===== config.mk =====
export PLATFORM = sky130hd
export DESIGN_NAME = conv3x3_engine
export DESIGN_NICKNAME = d
export VERILOG_FILES = /design/src/rtl/conv_pkg.sv /design/src/rtl/conv_mac.sv /design/src/rtl/conv3x3_engine.sv
export SDC_FILE = /design/constraint.sdc
export NUM_CORES = 1
export LEC_CHECK = 0
export BUFFER_PORTS_ARGS = -buffer_cell sky130_fd_sc_hd__buf_2
export CELL_PAD_IN_SITES_DETAIL_PLACEMENT = 0
export CELL_PAD_IN_SITES_GLOBAL_PLACEMENT = 1
export CORE_ASPECT_RATIO = 0.5
export CORE_MARGIN = 3
export CORE_UTILIZATION = 50
export DETAILED_ROUTE_END_ITERATION = 10
export GPL_ROUTABILITY_DRIVEN = 0
export PLACE_DENSITY = 0.93
export SYNTH_ARGS = -nofsm -noshare
export SYNTH_HDL_FRONTEND = slang
export SYNTH_SLANG_ARGS = --single-unit
export TNS_END_PERCENT = 30

===== constraint.sdc =====
create_clock -name clk -period 10.6 [get_ports clk]
set_clock_uncertainty 0.2 [all_clocks]
set_input_delay 0.53 -clock clk [delete_from_list [all_inputs] [get_ports clk]]
set_output_delay 0.53 -clock clk [all_outputs]
set_load 0.02 [all_outputs]

===== src/rtl/conv_pkg.sv =====
// Shared types and constants for the 3x3 convolution engine.
// Result reduction is selected by CONV_SAT_EN (saturate) vs. default wrap.
package conv_pkg;

    localparam int FRAC_BITS = 7;
    localparam int TAPS      = 9;

    typedef logic signed [7:0]  pixel_t;
    typedef logic signed [7:0]  coef_t;
    typedef logic signed [19:0] acc_t;

    typedef enum logic [2:0] {
        S_IDLE,
        S_FETCH,
        S_DRAIN,
        S_EMIT,
        S_DONE
    } state_t;

    // Tap index k = ky*3 + kx
    function automatic logic [1:0] tap_ky(input logic [3:0] t);
        if (t >= 4'd6) return 2'd2;
        if (t >= 4'd3) return 2'd1;
        return 2'd0;
    endfunction

    function automatic logic [1:0] tap_kx(input logic [3:0] t);
        logic [3:0] m;
        m = t - 4'(3 * tap_ky(t));
        return m[1:0];
    endfunction

endpackage


===== src/rtl/conv_mac.sv =====
// Signed 8x8 multiply feeding a 20-bit accumulator with synchronous clear.
module conv_mac
    import conv_pkg::*;
(
    input  logic   clk,
    input  logic   rst,
    input  logic   clr,
    input  logic   en,
    input  pixel_t pix,
    input  coef_t  coef,
    output acc_t   acc
);

    logic signed [15:0] prod;
    acc_t acc_d, acc_q;

    always_comb begin
        prod  = 16'(pix) * 16'(coef);
        acc_d = acc_q;
        if (clr) begin
            acc_d = '0;
        end else if (en) begin
            acc_d = acc_q + acc_t'(prod);
        end
    end

    always_ff @(posedge clk) begin
        if (rst) begin
            acc_q <= '0;
        end else begin
            acc_q <= acc_d;
        end
    end

    assign acc = acc_q;

endmodule


===== src/rtl/conv3x3_engine.sv =====
// 3x3 convolution engine: fetches each window tap-by-tap and streams results.
// Define CONV_SAT_EN to saturate results instead of wrapping.
module conv3x3_engine
    import conv_pkg::*;
#(
    parameter  int IMG_DIM = 8,
    localparam int AW      = 2 * $clog2(IMG_DIM),
    localparam int CW      = $clog2(IMG_DIM)
) (
    input  logic          clk,
    input  logic          rst,
    input  logic          start,
    output logic          busy,
    output logic          done,
    input  logic          kwr,
    input  logic [3:0]    kaddr,
    input  logic [7:0]    kdin,
    output logic          mem_rd,
    output logic [AW-1:0] mem_addr,
    input  logic [7:0]    mem_dout,
    output logic          out_valid,
    input  logic          out_ready,
    output logic [7:0]    out_data,
    output logic [CW-1:0] out_row,
    output logic [CW-1:0] out_col
);

    localparam logic [CW-1:0] LAST = CW'(IMG_DIM - 3);

    state_t          state_d, state_q;
    logic [3:0]      tap_d, tap_q;
    logic [3:0]      rtap_d, rtap_q;
    logic            rd_d, rd_q;
    logic [CW-1:0]   r_d, r_q;
    logic [CW-1:0]   c_d, c_q;
    coef_t           coef_d [TAPS];
    coef_t           coef_q [TAPS];
    logic            clr;
    logic [CW-1:0]   row_a, col_a;
    acc_t            acc;

    always_comb begin
        state_d = state_q;
        tap_d   = tap_q;
        r_d     = r_q;
        c_d     = c_q;
        coef_d  = coef_q;
        mem_rd  = 1'b0;
        clr     = 1'b0;
        unique case (state_q)
            S_IDLE: begin
                if (start) begin
                    state_d = S_FETCH;
                    tap_d   = '0;
                    r_d     = '0;
                    c_d     = '0;
                end
                if (kwr && kaddr < 4'd9) begin
                    coef_d[kaddr] = coef_t'(kdin);
                end
            end
            S_FETCH: begin
                mem_rd = 1'b1;
                clr    = (tap_q == 4'd0);
                if (tap_q == 4'd8) begin
                    state_d = S_DRAIN;
                end else begin
                    tap_d = tap_q + 4'd1;
                end
            end
            S_DRAIN: state_d = S_EMIT;
            S_EMIT: begin
                if (out_ready) begin
                    if (r_q == LAST && c_q == LAST) begin
                        state_d = S_DONE;
                    end else begin
                        state_d = S_FETCH;
                        tap_d   = '0;
                        if (c_q == LAST) begin
                            c_d = '0;
                            r_d = r_q + CW'(1);
                        end else begin
                            c_d = c_q + CW'(1);
                        end
                    end
                end
            end
            S_DONE:  state_d = S_IDLE;
            default: state_d = S_IDLE;
        endcase
        rd_d   = mem_rd;
        rtap_d = tap_q;
    end

    // Image side is a power of two, so the address is a plain concatenation
    always_comb begin
        row_a    = r_q + CW'(tap_ky(tap_q));
        col_a    = c_q + CW'(tap_kx(tap_q));
        mem_addr = (state_q == S_FETCH) ? {row_a, col_a} : '0;
    end

    always_ff @(posedge clk) begin
        if (rst) begin
            state_q <= S_IDLE;
            tap_q   <= '0;
            rtap_q  <= '0;
            rd_q    <= 1'b0;
            r_q     <= '0;
            c_q     <= '0;
            for (int i = 0; i < TAPS; i++) coef_q[i] <= '0;
        end else begin
            state_q <= state_d;
            tap_q   <= tap_d;
            rtap_q  <= rtap_d;
            rd_q    <= rd_d;
            r_q     <= r_d;
            c_q     <= c_d;
            coef_q  <= coef_d;
        end
    end

    conv_mac u_mac (
        .clk  (clk),
        .rst  (rst),
        .clr  (clr),
        .en   (rd_q),
        .pix  (pixel_t'(mem_dout)),
        .coef (coef_q[rtap_q]),
        .acc  (acc)
    );

`ifdef CONV_SAT_EN
    acc_t sh;
    always_comb begin
        sh = acc >>> FRAC_BITS;
        if (sh > acc_t'(127)) begin
            out_data = 8'h7f;
        end else if (sh < acc_t'(-128)) begin
            out_data = 8'h80;
        end else begin
            out_data = sh[7:0];
        end
    end
`else
    always_comb begin
        out_data = 8'(acc >>> FRAC_BITS);
    end
`endif

    assign busy      = (state_q != S_IDLE);
    assign done      = (state_q == S_DONE);
    assign out_valid = (state_q == S_EMIT);
    assign out_row   = r_q;
    assign out_col   = c_q;

endmodule


==> out/summary.txt <==
vias post-DR: 5,214
Post-synth ARST share: 0%
Max Slew Vio Count: 0
top cells by area, synth: dfxtp_1 28%, fa_1 18%, mux2i_1 12%
average routed wire per standard cell: 16.7 um
final hold viol count: 0
TNS Setup: 0 ns
Synth top area share: 28.0%
crit-path max cell delay: 1.06 ns
Synth-to-Final Area Change: 7.33%
most frequent cell after synthesis: nor2_1
max_cap viols: 0
vias per inst: 5.35
DRT antenna net count: 0
Nets: 914
initial antenna violation count: 3
Port-buffer cells: 48
first-pass GRT wire length: 27,200 um
Max Freq: 0.139 GHz
cells on worst reg2reg path: 20
Post-CTS Hold Buffers: 0
DPL Wire Length: 12,200 um
Critical Path RT: 10.70 ns
placed inst area: 7780 um^2
crit path launch type: register
worst-margin pin slew: 1.20 ns
Worst Hold Class: register to register
Die X: 179 um
Post-synth EDFFs: 0
post-CTS sizing: 0
post-CTS setup buffer count: 0
post-synthesis sequential area ratio: 28.0%
hold endpoint: coef_q[22]
Finish-stage setup viols: 0
worst ir drop on vdd: 0.0919 mV
pin count of the biggest net entering global routing: 91
vias in the first global route: 5,375
Max-slew headroom: 19.5%
Synth Warn #: 0
dominant synthesized flop cell: dfxtp_1
Final Power: 809 uW
r2r setup slk: 3.42 ns
Post-Synthesis Net Count: 899
Core Area: 14,100 um^2
Crit. End Element: register
slowest CP cell: dfxtp_1
Leak: 3.72 nW
most frequent cells after synthesis: 118 x nor2_1, 105 x dfxtp_1, 91 x mux2i_1
RSZ-0062 raised after global routing: false
CTS tree: built
total grt overflow: 0
Cells after Synth: 764
CTS clk-pin slew, worst paths: 0.08 ns
maximum clock insertion buffer count: 2
first-iteration detailed-routing DRC count: 307
syn avg cell area: 9.81 um^2
Synth area leader: dfxtp_1
Final Cell Area: 8040 um^2
hold depth: 2
critical path, cell by cell: mux4_2, mux2i_1, o21ai_1, and2_1, inv_1, fa_1, inv_1, fa_1, fa_1, fa_1, fa_1, ha_1, and2_1, a311o_1, a21oi_1, o21a_1, o21ai_0, xnor2_1, a211o_1, nand2_1
Min Hold Slack: 0.294 ns
Die Y: 92.6 um
Initial Utilization: 53.2%
die area: 16,600 um^2
Tot GR Track Use: 20.8%
hold wc startpoint: coef_q[22]
# diodes: 0
TritonRoute pass-1 iters: 4
Pwr per Cell Area: 101 nW/um^2
Fillers: 1,229
RR Endpoint: u_mac.acc[14]
Netlist Area Pre-Place: 7490 um^2
Routed WL: 16,300 um
clock root buffer: clkbuf_16
I/O pin count: 49
crit-path max FO: 17
outcome: finished clean
H-tree levels: 3
Yosys reg bits: 105
critical path class: register to register
clock buffer count from CTS: 9
row cnt: 30
# clock sinks: 105
CP Data Arrival Time: 7.28 ns
crit share post-route: 67.8%
worst skew pair latency: 0.35 ns
CP dominant cell by count: fa_1
minimum clock period: 7.18 ns
drt drc: 0
RR Startpoint: rtap_q[0]
Synth cell types: 51
fraction of layout cells with a size suffix above 1: 12.0%
[cell type report]
| cell class | instances | area (um^2) | share of cell area (%) |
|---|---|---|---|
| Multi-Input combinational cell | 538 | 4900 | 60.9 |
| Inverter | 75 | 282 | 3.50 |
| Clock inverter | 5 | 36.3 | 0.451 |
| Sequential cell | 105 | 2100 | 26.1 |
| Tap cell | 192 | 240 | 2.99 |
| Clock buffer | 10 | 229 | 2.85 |
| Timing Repair Buffer | 50 | 255 | 3.17 |
[placed cells by master, fill, tap and decap left out, drive strengths merged, types with 19 or more instances in the layout]
| cell | instances |
|---|---|
| inv | 78 |
| ha | 42 |
| xnor2 | 19 |
| dfxtp | 105 |
| nand2 | 42 |
| fa | 68 |
| mux2i | 91 |
| buf | 50 |
| and2 | 41 |
| nor2 | 118 |
[power breakdown]
group	switching (mW)	total [mW]	leakage, nW	internal [mW]
Sequential	0.00946	0.409	0.847	0.400
Combinational	0.0529	0.0843	2.74	0.0314
Clock	0.156	0.316	0.134	0.160
[how the worst max path moves through the flow]
stage | from | end | depth (start not counted)
final | rtap_q[0] | u_mac.acc[14] | 20
after global routing | rtap_q[0] | u_mac.acc[14] | 20
after CTS | rtap_q[0] | u_mac.acc[14] | 20
after detailed placement | rtap_q[0] | u_mac.acc[14] | 20
after global placement | rtap_q[0] | u_mac.acc[14] | 19
after floorplan | rtap_q[0] | u_mac.acc[14] | 22
[flip-flops by register name, summed over array words and instances (netlist names)]
name,cells
coef_q,72
state_q,3
rtap_q,4
u_mac.acc,15
rtap_d,4
out_row,3
out_col,3
rd_q,1
[critical path: cells and delay by family (launching register included)]
kind            cells  cell delay [ns]
compound gates      6             1.62
mux                 2             0.48
buf+inv             2             0.17
fa+ha+maj           6             2.72
simple gates        3             0.73
xor+xnor            1             0.15
flops               1             1.06
[kinds of logic after synthesis]
group,Yosys count,share of synthesized area (%)
muxes,108,17.1
AOI/OAI and AO/OA,54,4.81
and+or+nand+nor,244,15.6
adders and majority gates,110,25.2
xor gates and xnor gates,22,2.57
DFF,105,28.0
buffers and inverters,121,6.66
[through the flow]
stage	setup WS, ns	std cells	util, %
2_1_floorplan	4.39	764	-
3_3_place_gp	3.62	960	55.3
3_5_place_dp	3.39	960	55.3
4_1_cts	3.38	975	57.1
5_1_grt	2.96	975	57.1
6_report	3.42	975	57.1
[metal layers]
metal	vias to the layer above	share of wire [%]	GRT usage, %
met2	123	47	33.6
met1	2542	45	28.7
li1	2524	-	-
met5	-	0.23	0
met3	19	7.3	5.32
met4	6	0.90	3.98
(Power assumes the default switching activity.)
